===== config.mk =====
export PLATFORM = sky130hd
export DESIGN_NAME = timer_multi
export DESIGN_NICKNAME = d
export VERILOG_FILES = /design/src/rtl/timer_multi.sv
export SDC_FILE = /design/constraint.sdc
export NUM_CORES = 2
export LEC_CHECK = 0
export CAP_MARGIN = 25
export CORE_MARGIN = 8
export CORE_UTILIZATION = 40
export DETAILED_ROUTE_END_ITERATION = 12
export PLACE_DENSITY = 0.64
export REMOVE_ABC_BUFFERS = 1
export SLEW_MARGIN = 25
export SYNTH_ARGS = -nofsm -noshare
export SYNTH_HDL_FRONTEND = slang
export SYNTH_SLANG_ARGS = --single-unit
export TNS_END_PERCENT = 30

===== constraint.sdc =====
create_clock -name clk_i -period 3.5 [get_ports clk_i]
set_input_delay 0.35 -clock clk_i [delete_from_list [all_inputs] [get_ports clk_i]]
set_output_delay 0.35 -clock clk_i [all_outputs]
set_load 0.05 [all_outputs]

===== src/rtl/timer_multi.sv =====
// timer_multi: multi-channel memory-mapped timer on the simple-system device bus.
//
// One shared 64-bit prescaled time base (mtime) and NrChannels independent 64-bit
// comparators, each one-shot or periodic with auto-reload. Per-channel and
// aggregated interrupt outputs are registered.
//
// Ports:
//   clk_i, rst_ni      clock, asynchronous active-low reset
//   timer_req_i        bus request (always granted, one access per cycle)
//   timer_we_i         write enable
//   timer_be_i         byte enables
//   timer_addr_i       byte address, bits [9:2] decoded
//   timer_wdata_i      write data
//   timer_rvalid_o     response valid, one cycle after req
//   timer_rdata_o      read data (0 on writes and errors)
//   timer_err_o        error response (unmapped offset / absent channel)
//   timer_intr_o       |(IRQ_STATUS & IRQ_ENABLE), registered
//   timer_ch_intr_o    IRQ_STATUS & IRQ_ENABLE per channel, registered
//
// Optional build macro: TIMER_MULTI_SNAPSHOT_EN
//   When defined, a read of MTIME_LO / CMPn_LO captures the upper word into a
//   shadow that the next MTIME_HI / CMPn_HI read returns (tear-free 64-bit read).
//
// Only DataWidth = 32 is supported.
module timer_multi #(
  parameter int unsigned DataWidth      = 32,
  parameter int unsigned AddressWidth   = 32,
  parameter int unsigned NrChannels     = 4,
  parameter int unsigned PrescalerWidth = 8
) (
  input  logic                      clk_i,
  input  logic                      rst_ni,
  input  logic                      timer_req_i,
  input  logic                      timer_we_i,
  input  logic [DataWidth/8-1:0]    timer_be_i,
  input  logic [AddressWidth-1:0]   timer_addr_i,
  input  logic [DataWidth-1:0]      timer_wdata_i,
  output logic                      timer_rvalid_o,
  output logic [DataWidth-1:0]      timer_rdata_o,
  output logic                      timer_err_o,
  output logic                      timer_intr_o,
  output logic [NrChannels-1:0]     timer_ch_intr_o
);

  // State
  logic [63:0]               mtime_q, mtime_d;
  logic [PrescalerWidth-1:0] prescale_q, prescale_d;
  logic [PrescalerWidth-1:0] presc_cnt_q, presc_cnt_d;
  logic                      ctrl_en_q, ctrl_en_d;
  logic [NrChannels-1:0]     irq_status_q, irq_status_d;
  logic [NrChannels-1:0]     irq_enable_q, irq_enable_d;
  logic [63:0]               cmp_q [NrChannels];
  logic [63:0]               cmp_d [NrChannels];
  logic [31:0]               period_q [NrChannels];
  logic [31:0]               period_d [NrChannels];
  logic [NrChannels-1:0]     ch_en_q, ch_en_d;
  logic [NrChannels-1:0]     ch_per_q, ch_per_d;

  // Decode
  logic [7:0]            widx;
  logic                  is_ch;
  logic [5:0]            ch_raw;
  logic                  glob_sel;
  logic [NrChannels-1:0] ch_sel;
  logic                  hit;
  logic                  wr;
  logic                  rd;
  logic [31:0]           be_mask;
  logic [31:0]           wdata_masked;
  logic [31:0]           live_word;
  logic [31:0]           new_word;
  logic [31:0]           rd_word;
  logic                  tick;
  logic [NrChannels-1:0] match;

  logic unused_addr;
  assign unused_addr = ^{timer_addr_i[AddressWidth-1:10], timer_addr_i[1:0]};

  assign widx     = timer_addr_i[9:2];
  assign is_ch    = (widx[7:6] != 2'b00);
  // Channel block starts at word 0x40, four words per channel.
  assign ch_raw   = widx[7:2] - 6'd16;
  assign glob_sel = (widx[7:6] == 2'b00) && (widx[5:0] < 6'd6);

  always_comb begin
    ch_sel = '0;
    for (int n = 0; n < NrChannels; n++) begin
      ch_sel[n] = is_ch && (ch_raw == 6'(n));
    end
  end

  assign hit = glob_sel | (|ch_sel);
  assign wr  = timer_req_i & timer_we_i & hit;
  assign rd  = timer_req_i & ~timer_we_i & hit;

  always_comb begin
    for (int i = 0; i < 4; i++) begin
      be_mask[8*i +: 8] = {8{timer_be_i[i]}};
    end
  end

  assign wdata_masked = timer_wdata_i & be_mask;

  // Live (non-shadow) value of the addressed word; also the base for byte-enable merges.
  always_comb begin
    live_word = '0;
    if (glob_sel) begin
      case (widx[2:0])
        3'd0:    live_word = mtime_q[31:0];
        3'd1:    live_word = mtime_q[63:32];
        3'd2:    live_word = 32'(prescale_q);
        3'd3:    live_word = {31'b0, ctrl_en_q};
        3'd4:    live_word = 32'(irq_status_q);
        3'd5:    live_word = 32'(irq_enable_q);
        default: live_word = '0;
      endcase
    end
    for (int n = 0; n < NrChannels; n++) begin
      if (ch_sel[n]) begin
        case (widx[1:0])
          2'd0:    live_word = cmp_q[n][31:0];
          2'd1:    live_word = cmp_q[n][63:32];
          2'd2:    live_word = {30'b0, ch_per_q[n], ch_en_q[n]};
          default: live_word = period_q[n];
        endcase
      end
    end
  end

  assign new_word = (live_word & ~be_mask) | wdata_masked;

`ifdef TIMER_MULTI_SNAPSHOT_EN
  logic [31:0] mtime_shadow_q;
  logic [31:0] cmp_shadow_q [NrChannels];

  always_ff @(posedge clk_i or negedge rst_ni) begin
    if (!rst_ni) begin
      mtime_shadow_q <= '0;
      for (int n = 0; n < NrChannels; n++) cmp_shadow_q[n] <= '0;
    end else begin
      if (rd && glob_sel && (widx[2:0] == 3'd0)) mtime_shadow_q <= mtime_q[63:32];
      for (int n = 0; n < NrChannels; n++) begin
        if (rd && ch_sel[n] && (widx[1:0] == 2'd0)) cmp_shadow_q[n] <= cmp_q[n][63:32];
      end
    end
  end

  always_comb begin
    rd_word = live_word;
    if (glob_sel && (widx[2:0] == 3'd1)) rd_word = mtime_shadow_q;
    for (int n = 0; n < NrChannels; n++) begin
      if (ch_sel[n] && (widx[1:0] == 2'd1)) rd_word = cmp_shadow_q[n];
    end
  end
`else
  assign rd_word = live_word;
`endif

  // Prescaler and time base
  always_comb begin
    tick        = 1'b0;
    presc_cnt_d = presc_cnt_q;
    if (ctrl_en_q) begin
      if (presc_cnt_q == prescale_q) begin
        tick        = 1'b1;
        presc_cnt_d = '0;
      end else if (presc_cnt_q > prescale_q) begin
        // PRESCALE was lowered below the running count: restart without a tick.
        presc_cnt_d = '0;
      end else begin
        presc_cnt_d = presc_cnt_q + 1'b1;
      end
    end

    // A software write to either half suppresses the increment for that cycle.
    if (wr && glob_sel && (widx[2:0] == 3'd0)) begin
      mtime_d = {mtime_q[63:32], new_word};
    end else if (wr && glob_sel && (widx[2:0] == 3'd1)) begin
      mtime_d = {new_word, mtime_q[31:0]};
    end else begin
      mtime_d = mtime_q + 64'(tick);
    end

    prescale_d   = prescale_q;
    ctrl_en_d    = ctrl_en_q;
    irq_enable_d = irq_enable_q;
    irq_status_d = irq_status_q;
    if (wr && glob_sel) begin
      case (widx[2:0])
        3'd2:    prescale_d   = new_word[PrescalerWidth-1:0];
        3'd3:    ctrl_en_d    = new_word[0];
        3'd4:    irq_status_d = irq_status_q & ~wdata_masked[NrChannels-1:0];
        3'd5:    irq_enable_d = new_word[NrChannels-1:0];
        default: ;
      endcase
    end
    // Hardware set wins over a simultaneous W1C.
    irq_status_d = irq_status_d | match;
  end

  // Channels
  always_comb begin
    ch_en_d  = ch_en_q;
    ch_per_d = ch_per_q;
    match    = '0;
    for (int n = 0; n < NrChannels; n++) begin
      cmp_d[n]    = cmp_q[n];
      period_d[n] = period_q[n];
      match[n]    = ch_en_q[n] && (mtime_q >= cmp_q[n]);
      // A software write to CMP or CH_CTRL overrides the automatic update.
      if (match[n] && !(wr && ch_sel[n] && (widx[1:0] != 2'd3))) begin
        if (ch_per_q[n]) cmp_d[n] = cmp_q[n] + 64'(period_q[n]);
        else             ch_en_d[n] = 1'b0;
      end
      if (wr && ch_sel[n]) begin
        case (widx[1:0])
          2'd0: cmp_d[n][31:0]  = new_word;
          2'd1: cmp_d[n][63:32] = new_word;
          2'd2: begin
            ch_en_d[n]  = new_word[0];
            ch_per_d[n] = new_word[1];
          end
          default: period_d[n] = new_word;
        endcase
      end
    end
  end

  always_ff @(posedge clk_i or negedge rst_ni) begin
    if (!rst_ni) begin
      mtime_q      <= '0;
      prescale_q   <= '0;
      presc_cnt_q  <= '0;
      ctrl_en_q    <= 1'b0;
      irq_status_q <= '0;
      irq_enable_q <= '0;
      ch_en_q      <= '0;
      ch_per_q     <= '0;
      for (int n = 0; n < NrChannels; n++) begin
        cmp_q[n]    <= '1;
        period_q[n] <= '0;
      end
    end else begin
      mtime_q      <= mtime_d;
      prescale_q   <= prescale_d;
      presc_cnt_q  <= presc_cnt_d;
      ctrl_en_q    <= ctrl_en_d;
      irq_status_q <= irq_status_d;
      irq_enable_q <= irq_enable_d;
      ch_en_q      <= ch_en_d;
      ch_per_q     <= ch_per_d;
      for (int n = 0; n < NrChannels; n++) begin
        cmp_q[n]    <= cmp_d[n];
        period_q[n] <= period_d[n];
      end
    end
  end

  // Bus response and interrupt outputs
  always_ff @(posedge clk_i or negedge rst_ni) begin
    if (!rst_ni) begin
      timer_rvalid_o  <= 1'b0;
      timer_rdata_o   <= '0;
      timer_err_o     <= 1'b0;
      timer_intr_o    <= 1'b0;
      timer_ch_intr_o <= '0;
    end else begin
      timer_rvalid_o  <= timer_req_i;
      timer_err_o     <= timer_req_i & ~hit;
      timer_rdata_o   <= rd ? rd_word : '0;
      timer_intr_o    <= |(irq_status_q & irq_enable_q);
      timer_ch_intr_o <= irq_status_q & irq_enable_q;
    end
  end

endmodule


==> results.yml <==
run_status:
  outcome: "completed"
global_route:
  track_usage: 0.280
  grt_max_degree: 82
  antenna_found_initial: 5
  grt-ovfl-total: 0
  first_global_vias: 39600
  grt_pass1_wl_um: 249000
detailed_routing:
  drt_iter0_markers: 4356
  drc: 0
  drtPass1Iterations: 8
  drt-vias-per-instance: 6.00
  ant_nets: 0
  wl_per_cell_um: 24.6
  dr_wl_met2_um: 73600
  maxUsedRoutingLayer: "met5"
  wl_met1_um: 69000
  routed_wl_um: 169000
  wl_met3_um: 17800
  dr_total_vias: 41300
clock_tree:
  ctsRootBufferMaster: "clkbuf_16"
  cts_buffers: 66
  clk_path_buf_depth: 3
  clkSinkCount: 520
  clk_pin_slew_ns: 0.06
  htree_levels: 3
  insertion_delay_ns: 0.64
  tritoncts: "yes"
sta:
  finalCritPeriodShare: 0.998
  worst_pin_slew_ns: 1.12
  rsz0062_at_grt: "true"
  min_period_ns: 3.49
  hold_viol: 0
  finalSetupViolations: 0
  max_freq_ghz: 0.286
  finalSetupTns_ns: 0
  slew_viol_final: 0
  fin_skew_ns: 0.0269
  slew_headroom: 0.251
floorplan:
  die_x_um: 339
  core-area_um2: 103000
  die_h_um: 339
  num_rows: 118
  num_io_pins: 111
  die-area_um2: 115000
  initial_utilization: 0.403
finish:
  seqCellArea_um2: 13300
  areaGrowthSynthToFinish_pct: 24.5
  nNetsFinal: 5915
  n_fill_cell: 9587
  drive_gt1_frac: 0.228
  final_cell_area_um2: 51900
  multi_input_area_um2: 27300
power:
  peakVddDrop_v: 0.000313
  p_leak_nw: 23.3
  p_per_area_nw_per_um2: 292
  finalPower_mw: 15.2
critical_path:
  cp.arrival_ns: 4.03
  critPathLaunchType: "register"
  critical_path_class: "reg -> reg"
  cp-end-kind: "register"
  crit_required_ns: 4.04
  crit_fanout: 29
yosys:
  syn_area_um2: 41700
  ys_warn_count: 0
  synth_cell_type_count: 95
  yosys_register_bits: 520
  avgSynthCellArea_um2: 8.43
  async_flop_share: 1.00
  synth_edf_count: 0
  syn_inst: 4947
  synth_seq_area_share: 0.320
  synth_ff_type: "dfrtp_1"
placement:
  place.gp.congestion: 1.01
  port_buffers: 86
  dpl_cell_area_um2: 48300
  place_hpwl_um: 130000
hold_path:
  hold_class: "in -> reg"
job:
  maxCapViolCount: 0
[layer usage]
metal  up-vias  GRT usage
met5         -          0
li1      18800          -
met1     20000      0.374
met3       394     0.0611
met2      2085      0.435
met4         2      0.123
[stage by stage]
stage	std cells	utilization	hold WS, ns	worst slack [ns]
final	6879	0.501	0.274	0.00831
after global routing	6876	0.501	0.290	-0.0988
after CTS	6847	0.492	0.241	-0.0782
after detailed placement	6718	0.467	0.420	-0.269
after global placement	6718	0.467	0.427	-0.238
after floorplan	4692	-	0.0544	-2.78
[cell usage after synthesis, types with 9 or more instances]
library cell    n  area, um2
clkbuf_1      193        724
nand2b_1       32        200
nand4_1        82        513
a211oi_1       91        683
nor3_1         69        345
nor4_1         44        275
a21o_1        100        751
xor2_1         55        482
nor2b_1        45        282
mux2_2         70        788
o21ai_0       463       2320
or3_1          14       87.6
or2_2          11       68.8
and2_1         19        119
o21a_1         33        248
o311ai_0       11       96.3
a22oi_1        46        345
mux4_2         21        473
and3_1         41        257
a31oi_1        47        294
a211o_1        11       96.3
o21bai_1       12       90.1
buf_2          38        190
and4_1         18        158
dfstp_2       256       6730
nand3_1       112        561
xnor2_1       210       1840
nor2_1        373       1400
buf_1          21       78.8
ha_1          395       4940
dfrtp_1       264       6610
o211ai_1       56        420
a21oi_1       361       1810
mux2i_1       206       2060
o2111ai_1      18        158
a2111oi_0       9       78.8
nand2_1       581       2180
o22ai_1        46        288
inv_1         315       1180
[cell families after synthesis]
family | after synthesis | synth area share
AO/OA/AOI/OAI | 1410 | 0.207
XOR/XNOR | 265 | 0.0557
flip-flops | 520 | 0.320
adder cells (fa/ha/maj) | 399 | 0.120
AND/OR/NAND/NOR | 1486 | 0.164
multiplexers | 297 | 0.0797
buffers and inverters | 570 | 0.0526
[flip-flops by register name, summed over array words and instances (netlist names)]
name	flops
ch_en_q	4
ch_per_q	4
cmp_q	256
ctrl_en_q	1
irq_enable_q	4
irq_status_q	4
mtime_q	64
period_q	128
presc_cnt_q	8
prescale_q	8
timer_ch_intr_o	4
timer_err_o	1
timer_intr_o	1
timer_rdata_o	32
timer_rvalid_o	1
[worst max-delay path: stages (launching register included)]
cell and delay, ns:
dfstp_2 0.57, inv_1 0.07, ha_1 0.30, a21o_1 0.19, a21o_1 0.17, a211o_1 0.30, a2111o_1 0.37, a21oi_1 0.13
buf_4 0.20, a21boi_4 0.07, buf_4 0.15, o311ai_4 0.13, buf_12 0.20, buf_12 0.22, a211oi_1 0.08, a211oi_1 0.17
a21oi_1 0.06
[cell type report]
class / instances / share of cell area
antenna: 3 / 0.000145
clock buffer: 103 / 0.0382
clock inverter: 17 / 0.00436
inverter: 315 / 0.0228
multi-input combinational: 3857 / 0.526
sequential: 520 / 0.257
tap: 1380 / 0.0333
timing repair buffer: 684 / 0.118
[cell usage in the layout, fill, tap and decap left out, drive strengths merged, types with 83 or more instances in the layout]
| cell | instances |
|---|---|
| a211oi | 92 |
| a21o | 100 |
| a21oi | 363 |
| buf | 598 |
| clkbuf | 106 |
| dfrtp | 264 |
| dfstp | 256 |
| ha | 395 |
| inv | 317 |
| mux2i | 206 |
| nand2 | 581 |
| nand3 | 113 |
| nand4 | 83 |
| nor2 | 376 |
| o21ai | 471 |
| xnor2 | 210 |
[path summary, 6_finish.rpt]
kind | startpoint | endpoint | slack, ns | depth (start not counted)
max | cmp_q[177]$_DFF_PN1_ | cmp_q[133]$_DFF_PN1_ | 0.008 | 16
min | timer_req_i | timer_rvalid_o$_DFF_PN0_ | 0.27 | 1
max reg2reg | cmp_q[177]$_DFF_PN1_ | cmp_q[133]$_DFF_PN1_ | 0.008 | 16
min reg2reg | prescale_q[7]$_DFFE_PN0P_ | prescale_q[7]$_DFFE_PN0P_ | 0.51 | 1
max in group asynchronous | rst_ni | cmp_q[90]$_DFF_PN1_ | 2.21 | 3
min in group asynchronous | rst_ni | period_q[106]$_DFFE_PN0P_ | 0.33 | 2
[report_power, final]
part	switching [mW]	internal, mW	total [mW]	leakage, nW
Combinational	1.13	0.642	1.77	15.9
Clock	2.90	4.27	7.17	1.08
Sequential	0.105	6.13	6.23	6.27
[repair_timing]
item | CTS | global route
endpoints found under the setup margin | 127 | 249
pin swaps | 21 | 60
gates cloned | 0 | 4
gates resized for setup | 70 | 154
hold endpoints to repair | 23 | 0
setup buffers | 8 | 25
hold buffers | 1 | 0
(Power assumes the default switching activity.)
